===== src/rtl/fir_sched.sv =====
// fir_sched: sequencing controller for the AHB FIR datapath.
// Loads TAPS coefficients from memory into the FIR, then meters samples
// through the FIR one at a time and buffers each result behind a
// valid/ready handshake.
// Optional feature: define FIR_SCHED_CNT_EN to add the 16-bit out_cnt port
// counting completed output transfers.
module fir_sched #(
  parameter int TAPS           = 20,
  parameter int BIT_PREC       = 8,
  parameter int MEM_ADDR_WIDTH = 10,
  parameter int MEM_WIDTH      = 32,
  parameter int OUT_SIZE       = 2*BIT_PREC+$clog2(TAPS-1)
) (
  input  logic                      HCLK,
  input  logic                      HRESET,
  input  logic                      start,
  input  logic [MEM_ADDR_WIDTH-1:0] base_addr,
  output logic                      mem_re,
  output logic [MEM_ADDR_WIDTH-1:0] mem_addr,
  input  logic [MEM_WIDTH-1:0]      mem_rdata,
  output logic                      coef_we,
  output logic [$clog2(TAPS)-1:0]   coef_idx,
  output logic [BIT_PREC-1:0]       coef_data,
  input  logic                      s_valid,
  output logic                      s_ready,
  input  logic [BIT_PREC-1:0]       s_data,
  output logic                      fir_en,
  output logic [BIT_PREC-1:0]       fir_din,
  input  logic [OUT_SIZE-1:0]       fir_dout,
  output logic                      m_valid,
  input  logic                      m_ready,
  output logic [OUT_SIZE-1:0]       m_data,
  output logic                      busy,
  output logic                      loaded,
`ifdef FIR_SCHED_CNT_EN
  output logic                      err,
  output logic [15:0]               out_cnt
`else
  output logic                      err
`endif
);

  localparam int IDX_W = $clog2(TAPS);
  localparam logic [IDX_W-1:0] LAST_K = IDX_W'(TAPS-1);

  localparam logic [1:0] IDLE = 2'd0;
  localparam logic [1:0] LOAD = 2'd1;
  localparam logic [1:0] LAST = 2'd2;
  localparam logic [1:0] RUN  = 2'd3;

  logic [1:0]                state_q, state_d;
  logic [IDX_W-1:0]          k_q, k_d;
  logic [MEM_ADDR_WIDTH-1:0] base_q, base_d;
  logic                      coefWe_q, coefWe_d;
  logic [IDX_W-1:0]          coefIdx_q, coefIdx_d;
  logic                      loaded_q, loaded_d;
  logic                      err_q, err_d;
  logic                      inflight_q, inflight_d;
  logic                      mValid_q, mValid_d;
  logic [OUT_SIZE-1:0]       mData_q, mData_d;

  logic inLoad;
  logic inRun;
  logic startOk;
  logic startBad;
  logic slotFree;
  logic sReady;
  logic accept;
  logic xfer;
  logic unusedRdata;

  // Handshake qualifiers: a start is honoured only in IDLE or in RUN with no
  // sample inside the FIR, and a simultaneous start blocks sample acceptance.
  always_comb begin
    inLoad   = (state_q == LOAD);
    inRun    = (state_q == RUN);
    startOk  = start && ((state_q == IDLE) || (inRun && !inflight_q));
    startBad = start && !startOk;
    slotFree = !mValid_q || m_ready;
    sReady   = inRun && !inflight_q && slotFree && !start;
    accept   = s_valid && sReady;
    xfer     = mValid_q && m_ready;
  end

  // Sequencer: walk k through the coefficient addresses, then settle in RUN.
  always_comb begin
    state_d  = state_q;
    k_d      = k_q;
    base_d   = base_q;
    loaded_d = loaded_q;
    case (state_q)
      IDLE, RUN: begin
        if (startOk) begin
          state_d  = LOAD;
          k_d      = '0;
          base_d   = base_addr;
          loaded_d = 1'b0;
        end
      end
      LOAD: begin
        if (k_q == LAST_K) begin
          state_d = LAST;
        end else begin
          k_d = k_q + IDX_W'(1);
        end
      end
      LAST: begin
        state_d  = RUN;
        loaded_d = 1'b1;
      end
      default: begin
        state_d = IDLE;
      end
    endcase
  end

  // Datapath next state: coefficient write follows each read by one cycle,
  // and the output slot is claimed at acceptance and filled from the FIR
  // during the following (inflight) cycle.
  always_comb begin
    coefWe_d   = inLoad;
    coefIdx_d  = inLoad ? k_q : coefIdx_q;
    err_d      = startBad;
    inflight_d = accept;
    mValid_d   = mValid_q;
    if (xfer) begin
      mValid_d = 1'b0;
    end
    if (accept) begin
      mValid_d = 1'b1;
    end
    mData_d = inflight_q ? fir_dout : mData_q;
  end

  // State registers with synchronous reset.
  always_ff @(posedge HCLK) begin
    if (HRESET) begin
      state_q    <= IDLE;
      k_q        <= '0;
      base_q     <= '0;
      coefWe_q   <= 1'b0;
      coefIdx_q  <= '0;
      loaded_q   <= 1'b0;
      err_q      <= 1'b0;
      inflight_q <= 1'b0;
      mValid_q   <= 1'b0;
      mData_q    <= '0;
    end else begin
      state_q    <= state_d;
      k_q        <= k_d;
      base_q     <= base_d;
      coefWe_q   <= coefWe_d;
      coefIdx_q  <= coefIdx_d;
      loaded_q   <= loaded_d;
      err_q      <= err_d;
      inflight_q <= inflight_d;
      mValid_q   <= mValid_d;
      mData_q    <= mData_d;
    end
  end

`ifdef FIR_SCHED_CNT_EN
  logic [15:0] cnt_q, cnt_d;

  // Transfer counter: cleared when a new load begins, saturating at all-ones.
  always_comb begin
    cnt_d = cnt_q;
    if (startOk) begin
      cnt_d = '0;
    end else if (xfer && (cnt_q != 16'hFFFF)) begin
      cnt_d = cnt_q + 16'd1;
    end
  end

  // Counter register with synchronous reset.
  always_ff @(posedge HCLK) begin
    if (HRESET) begin
      cnt_q <= '0;
    end else begin
      cnt_q <= cnt_d;
    end
  end

  assign out_cnt = cnt_q;
`endif

  // Only the low BIT_PREC bits of a memory word carry a coefficient.
  assign unusedRdata = ^mem_rdata;

  assign mem_re    = inLoad;
  assign mem_addr  = inLoad ? (base_q + MEM_ADDR_WIDTH'(k_q)) : '0;
  assign coef_we   = coefWe_q;
  assign coef_idx  = coefIdx_q;
  assign coef_data = coefWe_q ? mem_rdata[BIT_PREC-1:0] : '0;
  assign s_ready   = sReady;
  assign fir_en    = accept;
  assign fir_din   = accept ? s_data : '0;
  assign m_valid   = mValid_q;
  assign m_data    = inflight_q ? fir_dout : mData_q;
  assign busy      = inLoad || (state_q == LAST);
  assign loaded    = loaded_q;
  assign err       = err_q;

endmodule

===== config.mk =====
export PLATFORM = sky130hd
export DESIGN_NAME = fir_sched
export DESIGN_NICKNAME = d
export VERILOG_FILES = /design/src/rtl/fir_sched.sv
export SDC_FILE = /design/constraint.sdc
export NUM_CORES = 1
export LEC_CHECK = 0
export BUFFER_PORTS_ARGS = -buffer_cell sky130_fd_sc_hd__buf_2
export CAP_MARGIN = 10
export CORE_ASPECT_RATIO = 1.5
export CORE_MARGIN = 2
export CORE_UTILIZATION = 30
export DETAILED_ROUTE_END_ITERATION = 16
export GPL_TIMING_DRIVEN = 1
export SETUP_SLACK_MARGIN = 0.3
export SLEW_MARGIN = 20
export SYNTH_ARGS = -nofsm -noshare
export SYNTH_HDL_FRONTEND = slang
export SYNTH_SLANG_ARGS = --single-unit

===== constraint.sdc =====
create_clock -name HCLK -period 2.1 [get_ports HCLK]
set_input_delay 0.315 -clock HCLK [delete_from_list [all_inputs] [get_ports HCLK]]
set_output_delay 0.315 -clock HCLK [all_outputs]
set_load 0.05 [all_outputs]

Yosys cells after proc, flatten, opt, wreduce, memory -nomap -nowiden
Index checks and enable logic that the tools add are counted.

Register bits: 48.

Add/sub/neg operators: 2. Eq/ne operators: 7. Mux-type cells: 14. Reduce and logical (&&, ||, !) cells: 23.

Operators with widths (count): $mux 21 (1); $mux 8 (2); $add 10x5->10 (1); $mux 10 (1); $mux 5 (2); $pmux 5 s2 (1); $logic_and 1x1->1 (7); $pmux 2 s3 (1); $reduce_and 2->1 (3); $reduce_bool 2->1 (3); $add 5x1->5 const B (1); $eq 5x5->1 const B (1); $eq 2x2->1 const B (2); $logic_not 1->1 (4); $mux 2 (2); $ne 2x2->1 const B (2); $logic_or 1x1->1 (3); $mux 1 (3); $reduce_and 3->1 (1); $eq 2x1->1 const B (1); $logic_not 2->1 (1); $ne 2x1->1 const B (1); $pmux 1 s2 (1); $reduce_or 2->1 (1).

Logic depth before layout (Yosys ltp)
Gate-level depths: netlist of run 1.

Depth in word-level cells: 6. Mapped depth: 7.

Least setup slack after synthesis of run 1
No wires, ideal clock.

Path type: register -> output. From: register state_q[1]. To: output mem_addr[8]. Arrival time: 2530 ps. Path slack: -745 ps. Stages on the path, launching flop included: 7. Cells stage by stage: dfxtp_1 -> inv_1 -> ha_1 -> clkbuf_1 -> clkbuf_1 -> nand2_1 -> mux2i_1.

Cells in the longest elaborated chain, start to end: 2.

Ends and longest elaborated chain: from (decl) (line 51) `logic [1:0] state_q, state_d;`; from (signal assigned) (line 149) `state_q <= state_d;`; $eq 2x1->1 (line 75) `inLoad = (state_q == LOAD);`; net mem_re (line 18) `output logic mem_re,`; $mux 10 (line 191) `assign mem_addr = inLoad ? (base_q + MEM_ADDR_WIDTH'(k_q)) : '0;`; to (decl) (line 19) `output logic [MEM_ADDR_WIDTH-1:0] mem_addr,`.

The timed path passes the listed nets, and every way through them passes these cells.

Worst setup path after layout of run 1
From: register k_q[0]. To: output mem_addr[8].

Cells in the longest elaborated chain, start to end: 2.

Ends and longest elaborated chain: from (decl) (line 52) `logic [IDX_W-1:0] k_q, k_d;`; from (signal assigned) (line 150) `k_q <= k_d;`; $add 10x5->10 (line 191); $mux 10 (line 191).

Every way passes these cells.

==> run metrics, run 1 <==
Buf/Inv on CP 2; status complete, but fails checks; P per Cell Area 875 mW/mm^2; Hold Path Class input port to flip-flop; Crit path required time 1.78 ns; Async S/R FF share, synth 0%; first-pass GRT wire length 10.3 mm; Final #Nets 483; ys flop type dfxtp_1; max_cap viols 0; Final Hold Fails 0; failing checks negative setup slack; Pleak 1.93 nW; largest net degree at the start of global routing 26; placed insts 471; Post-Syn Instances 252; die height 114 um; crit-path max FO 3; Total GRT Usage 14.3%; fin crit period 2.37 ns; RSZ-0062 raised after global routing true; flop and latch count out of synthesis 48; First-pass DRT Iterations 4; final setup margin -0.270 ns; vias in the first global route 2261; die width 77.6 um; YS warnings 0; Max stage delay on crit path 0.36 ns; Post-Syn Nets 340; critical path cell sequence ha_4, inv_2, fa_2, nor2b_4, o31ai_4, a21oi_2, mux2i_4, buf_6; Setup Total Neg Slack -1.53 ns; Initial Utilization 30.7%; layout cell share with drive strength beyond 1 60.9%; via/cell ratio 4.69; Post-synth EDFFs 0; relative max-transition margin 72.5%; fmax 422 MHz; First DRT Iteration DRCs 36; n_diodes 0; Max clock buf depth 2; H-tree Lvls 2; Clock Latency Late Sink 0.28 ns; Root Buffer clkbuf_16; TritonCTS buffer count 5; Core ar. 0.00796 sq mm; num rows 40; critical path data arrival time 2.05 ns; worst setup path category flip-flop to output port; HPWL after DPL 4.71 mm; Die Area 0.00889 sq mm; clock skew 0.00279 ns; synth-to-layout area growth 70.6%; Post-Syn Area 0.00244 sq mm; final setup vio count 7; Netlist cell types 42; slowest CP cell dfxtp_4; Setup crit start kind flip-flop; non-filler cells in the finished layout 501; Hold Buf Count CTS 0; hold slack final 0.257 ns; worst-case vdd ir drop 0.499 mV; io pins 136; crit end category output port; total number of vias 2349; R2R Setup Slk 0.28 ns; Detailed Route WL 6.79 mm; critical path's top delay family adder cells; slew of the pin with the lowest slew margin 0.411 ns; final worst path period share 113%; number of buffers added on ports 111; CTS tree built; number of remaining DRC errors 0; post-place setup slack -0.119 ns; Final Slew Violations 0; # fillers 734; antenna-violating nets left 0; initial antenna violation count 0; clock sinks 48; Final Wtd Congestion 0.731; Reg clk slew, reported paths 0.06 ns; Routed WL per cell 13.6 um; Seq/Total Area, Yosys 39.4%; Avg Cell Area, Syn 9.68 sq um; gr ovfl total 0
synth_stat cells (5+ instances only):
library cell	count	area share [%]
a21oi_1	5	1.0
mux2i_1	19	7.8
mux2_2	23	11
and3_1	9	2.3
ha_1	11	5.6
nor2_1	22	3.4
o21a_1	5	1.5
nand2_1	6	0.92
clkbuf_1	8	1.2
dfxtp_1	48	39
inv_1	10	1.5
and2_1	33	8.5
report_power, final:
part           internal [mW]  switching, mW  total (mW)
sequential              1.01         0.0887        1.10
combinational          0.765          0.930        1.69
clock                  0.512          0.336       0.849
total                   2.29           1.35        3.64
placed cells by master (no fill, tap or decap), drive strengths merged, types with 2 or more instances in the layout:
cell	count
nand2b	2
ha	11
and3	9
clkbuf	8
a211oi	3
dfxtp	48
o41ai	3
and2	34
o21a	5
o311ai	3
clkinv	3
nand3	4
a21oi	5
o21ai	3
o211ai	4
mux2	23
nand2	6
nor2b	4
nor2	22
o31ai	4
inv	9
mux2i	19
nor3	2
buf	147
or3	3
per-layer routing:
metal	track usage, %	up-vias	share of wire, %
met1	14.9	1103	38
met3	3.00	8	5.2
met2	27.9	66	56
met5	0	-	0
li1	-	1172	-
met4	4.76	0	1.5
worst paths after layout:
check	depth (start not counted)	end	from
worst max-delay path	8	mem_addr[8]	k_q[0]
worst min-delay path	3	base_q[9]	base_addr[9]
worst max register to register	7	k_q[2]	state_q[0]
worst min register to register	2	coef_idx[0]	coef_idx[0]
state kept, by name, summed over array words and instances (netlist names):
signal	cells
k_q	5
inflight_q	1
loaded	1
err	1
coef_we	1
state_q	2
m_valid	1
coef_idx	5
mData_q	21
base_q	10
per-stage QoR:
| step | utilization, % | area (sq um) | power (mW) |
|---|---|---|---|
| 3_3_place_gp | 43.6 | 3470 | 2.38 |
| 2_1_floorplan | - | 2740 | 2.11 |
| 5_1_grt | 52.3 | 4160 | 3.84 |
| 4_1_cts | 50.5 | 4020 | 3.51 |
| 6_report | 52.3 | 4160 | 3.64 |
| 3_5_place_dp | 43.6 | 3470 | 2.40 |
cell families (layout without fill, tap and decap cells):
| group | after synthesis | after routing | synth area share [%] |
|---|---|---|---|
| AO/OA/AOI/OAI | 36 | 36 | 11.1 |
| adder cells (fa/ha/maj) | 12 | 12 | 6.46 |
| buffers and inverters | 23 | 167 | 3.64 |
| flip-flops | 48 | 48 | 39.4 |
| multiplexers | 42 | 42 | 18.4 |
| AND/OR/NAND/NOR | 91 | 91 | 21.0 |
repair_timing:
| item | 4_1_cts | 5_1_grt |
|---|---|---|
| gates resized for setup | 83 | 20 |
| gates cloned | 1 | 1 |
| setup endpoints to repair | 46 | 36 |
| setup buffers | 11 | 9 |
| pin swaps | 15 | 5 |
layout make-up:
| cell class | instances | area (sq um) | share of cell area [%] |
|---|---|---|---|
| Multi-Input combinational cell | 181 | 1780 | 42.7 |
| Timing Repair Buffer | 148 | 1060 | 25.4 |
| Sequential cell | 48 | 981 | 23.6 |
| Clock buffer | 7 | 154 | 3.70 |
| Tap cell | 105 | 131 | 3.16 |
| Inverter | 11 | 56.3 | 1.35 |
| Clock inverter | 1 | 5.00 | 0.120 |
tightest hold or removal path, stage by stage:
cell     delay (ns)
buf_2          0.07
mux2i_1        0.05
nor2_1         0.07
Note: power is estimated with default switching activity, not from simulation.
==> inputs of run 2 (changes only) <==
- clock period: 2.1 -> 2.2 ns (I/O delays scaled with it)
==> run metrics, run 2 (synthesis results as in run 1) <==
status complete, but fails checks; failing checks negative setup slack; n_diodes 0; First-pass DRT Iterations 4; critical path data arrival time 2.05 ns; crit-path max FO 3; P per Cell Area 869 mW/mm^2; HPWL after DPL 4.68 mm; vias in the first global route 2239; clock skew 0.00303 ns; Final Hold Fails 0; final design area excluding fillers 0.00407 sq mm; placed cell area 0.00344 sq mm; Hold Buf Count CTS 0; most frequent cells in the layout buf_2 (91), dfxtp_1 (41), and2_1 (31); crit end category output port; max_cap viols 0; Final Wtd Congestion 0.743; relative max-transition margin 70.0%; first-pass GRT wire length 10.4 mm; total number of vias 2265; Max stage delay on crit path 0.35 ns; Pleak 1.89 nW; io pins 136; die height 114 um; Final Slew Violations 0; Total GRT Usage 14.5%; via/cell ratio 4.62; antenna-violating nets left 0; First DRT Iteration DRCs 64; Routed WL per cell 13.5 um; Setup crit start kind flip-flop; Max clock buf depth 2; Die Area 0.00889 sq mm; final setup margin -0.181 ns; slew of the pin with the lowest slew margin 0.445 ns; CTS tree built; largest net degree at the start of global routing 26; die width 77.6 um; number of buffers added on ports 111; Layout Utilization 51.1%; Root Buffer clkbuf_16; H-tree Lvls 2; commonest non-fill, non-tap cell in the layout buf_2; synth-to-layout area growth 66.6%; num rows 40; RSZ-0062 raised after global routing true; slowest CP cell a211o_1; Final #Nets 472; Reg clk slew, reported paths 0.06 ns; gr ovfl total 0; clock sinks 48; worst setup path category flip-flop to output port; Core ar. 0.00796 sq mm; max reg flops 21; initial antenna violation count 0; fmax 420 MHz; number of remaining DRC errors 0; register with the most flip-flops mData_q; largest registers mData_q: 21 flops, base_q: 10 flops; final setup vio count 6; fin crit period 2.38 ns; TritonCTS buffer count 5; final worst path period share 108%; Initial Utilization 30.7%; post-place setup slack 0.00749 ns; worst-case vdd ir drop 0.542 mV; Setup Total Neg Slack -0.883 ns; Clock Latency Late Sink 0.29 ns; Crit path required time 1.87 ns; critical path cell sequence ha_4, a211o_1, buf_6, a21oi_2, mux2i_1, a311o_2, buf_8; layout cell share with drive strength beyond 1 59.0%; Detailed Route WL 6.61 mm; Hold Path Class input port to flip-flop
==> run 2: through the flow <==
stage / hold slack (ns) / power, mW / instances
2_1_floorplan: 0.468 / 2.00 / 252
3_3_place_gp: 0.479 / 2.25 / 468
3_5_place_dp: 0.480 / 2.27 / 468
4_1_cts: 0.266 / 3.52 / 486
5_1_grt: 0.267 / 3.72 / 490
6_report: 0.269 / 3.53 / 490
==> run 2: timing repair <==
item                                    CTS  global route
endpoints found under the hold margin     0             0
endpoints found under the setup margin   23            45
setup buffers                             9             4
pin swaps                                17             9
gates cloned                              1             0
gates resized for setup                  77            16
==> run 2: power by group <==
| part | switching, mW | internal (mW) |
|---|---|---|
| clock | 0.331 | 0.720 |
| sequential | 0.0884 | 0.962 |
| combinational | 0.831 | 0.599 |
| total | 1.25 | 2.28 |
==> run 2: path summary, 6_finish.rpt <==
| path | start | endpoint | slack, ns | depth (start not counted) |
|---|---|---|---|---|
| max | base_q[1] | mem_addr[5] | -0.18 | 7 |
| min | base_addr[4] | base_q[4] | 0.27 | 3 |
| max reg2reg | state_q[0] | k_q[4] | 0.35 | 7 |
| min reg2reg | coef_idx[0] | coef_idx[0] | 0.49 | 2 |
==> run 2: routing by layer <==
| metal | vias up | GRT usage, % | share of wire, % |
|---|---|---|---|
| met3 | 8 | 3.63 | 5.3 |
| met1 | 1039 | 15.5 | 39 |
| li1 | 1153 | - | - |
| met4 | 0 | 5.36 | 1.9 |
| met2 | 65 | 27.0 | 54 |
| met5 | - | 0 | 0 |
==> run 2: worst max-delay path, delay by kind of cell, from the launching register on <==
kind | cells | cell delay (ns)
flops | 1 | 0.34
compound gates | 3 | 0.80
fa+ha+maj | 1 | 0.23
mux | 1 | 0.09
buf+inv | 2 | 0.30
==> run 2: cell type report <==
| class | count | area (sq um) |
|---|---|---|
| sequential | 48 | 980 |
| fill | 743 | 3890 |
| clock buffer | 6 | 150 |
| inverter | 11 | 51.3 |
| clock inverter | 2 | 60.1 |
| multi-input combinational | 181 | 1740 |
| tap | 105 | 131 |
| timing repair buffer | 137 | 948 |
==> inputs of run 3 (changes only) <==
- CORE_MARGIN: 2 -> 3
==> run metrics, run 3 (synthesis results as in run 1) <==
HPWL after DPL 4.78 mm; largest registers mData_q: 21 flops, base_q: 10 flops; Buf/Inv on CP 2; synth-to-layout area growth 63.4%; worst-case vdd ir drop 0.485 mV; first-pass GRT wire length 10.5 mm; Total GRT Usage 14.1%; relative max-transition margin 67.1%; final worst path period share 108%; slowest CP cell dfxtp_4; final design area excluding fillers 0.00399 sq mm; max_cap viols 0; Hold Path End base_q[5]; Clock Latency Late Sink 0.29 ns; number of buffers added on ports 111; vias in the first global route 2294; Setup crit start kind flip-flop; final setup vio count 5; TritonCTS buffer count 5; max reg flops 21; clock sinks 48; commonest non-fill, non-tap cell in the layout buf_2; gr ovfl total 0; CTS tree built; register with the most flip-flops mData_q; n_diodes 0; largest net degree at the start of global routing 26; crit end category output port; Hold Path Class input port to flip-flop; Routed WL per cell 13.3 um; clock skew 0.00632 ns; most frequent cells in the layout buf_2 (92), dfxtp_1 (41), and2_1 (31); # fillers 691; slew of the pin with the lowest slew margin 0.491 ns; die height 116 um; R2R Setup Slk 0.39 ns; Max clock buf depth 2; Crit path required time 1.87 ns; Initial Utilization 31.4%; fin crit period 2.37 ns; Final #Nets 470; hold_sp base_addr[5]; final setup margin -0.168 ns; Detailed Route WL 6.44 mm; Sequential Area 982 sq um; layout cell share with drive strength beyond 1 58.7%; num rows 39; H-tree Lvls 2; Reg clk slew, reported paths 0.07 ns; io pins 136; FF-to-FF End k_q[3]; Final Wtd Congestion 0.733; reg2reg path depth 6; initial antenna violation count 0; critical path data arrival time 2.04 ns; hold path depth 3; die width 79.6 um; First DRT Iteration DRCs 40; Pleak 1.83 nW; RSZ-0062 raised after global routing true; P per Cell Area 812 mW/mm^2; Die Area 0.00927 sq mm; Final Hold Fails 0; critical path cell sequence ha_4, inv_2, fa_2, nor2b_4, o31ai_4, a21oi_2, mux2i_4, buf_6; Setup Total Neg Slack -0.749 ns; total number of vias 2274; placed cell area 0.00346 sq mm; via/cell ratio 4.69; antenna-violating nets left 0; Max stage delay on crit path 0.36 ns; area of the multi-input gates 0.00174 sq mm; critical path's top delay family adder cells; post-place setup slack -0.000639 ns; fmax 422 MHz; failing checks negative setup slack; worst setup path category flip-flop to output port; crit-path max FO 3; r2r startpoint k_q[0]; status complete, but fails checks; Core ar. 0.00776 sq mm; number of remaining DRC errors 0; Hold Buf Count CTS 0; Root Buffer clkbuf_16; First-pass DRT Iterations 4; Final Slew Violations 0
run 3: where the power goes:
| part | internal (mW) | switching, mW | leakage (nW) |
|---|---|---|---|
| clock | 0.553 | 0.319 | 0.0883 |
| sequential | 0.964 | 0.0936 | 0.393 |
| combinational | 0.525 | 0.784 | 1.35 |
| total | 2.04 | 1.20 | 1.83 |
run 3: area by class of cell:
| type | count | share of cell area [%] |
|---|---|---|
| Sequential cell | 48 | 24.6 |
| Timing Repair Buffer | 135 | 22.8 |
| Clock buffer | 8 | 4.46 |
| Tap cell | 102 | 3.20 |
| Inverter | 11 | 1.22 |
| Multi-Input combinational cell | 181 | 43.7 |
run 3: metrics by stage:
step	power [mW]	instances	util, %	hold WS, ns
after CTS	3.24	484	50.4	0.274
after floorplan	2.00	252	-	0.468
final	3.24	485	51.4	0.272
after detailed placement	2.27	469	44.6	0.484
after global placement	2.25	469	44.6	0.475
after global routing	3.41	485	51.4	0.295
run 3: worst register-to-register path, delay by kind of cell (launching register included):
family          cells  cell delay (ns)
buf+inv             1             0.15
fa+ha+maj           1             0.20
flops               1             0.35
simple gates        3             0.82
compound gates      1             0.19
run 3: layer usage:
layer	GRT usage (%)	vias to the layer above	part of all wire, %
met5	0	-	0
met3	3.01	6	6.8
li1	-	1145	-
met1	15.3	1055	38
met2	26.8	68	53
met4	4.47	0	1.7
run 3: timing repair:
action,4_1_cts,5_1_grt
pin swaps,12,8
gates resized for setup,67,15
buffers inserted,6,1
cloned,1,0
setup endpoints to repair,23,24
run 3: worst max-delay path by stage:
stage	start	endpoint	slack, ns	cells after the start
2_1_floorplan	k_q[0]	mem_addr[8]	0.08	7
3_3_place_gp	base_q[1]	mem_addr[9]	0.02	7
3_5_place_dp	base_q[1]	mem_addr[7]	-0.0006	6
4_1_cts	k_q[0]	mem_addr[8]	-0.20	8
5_1_grt	k_q[0]	mem_addr[6]	-0.25	8
6_report	k_q[0]	mem_addr[8]	-0.17	8
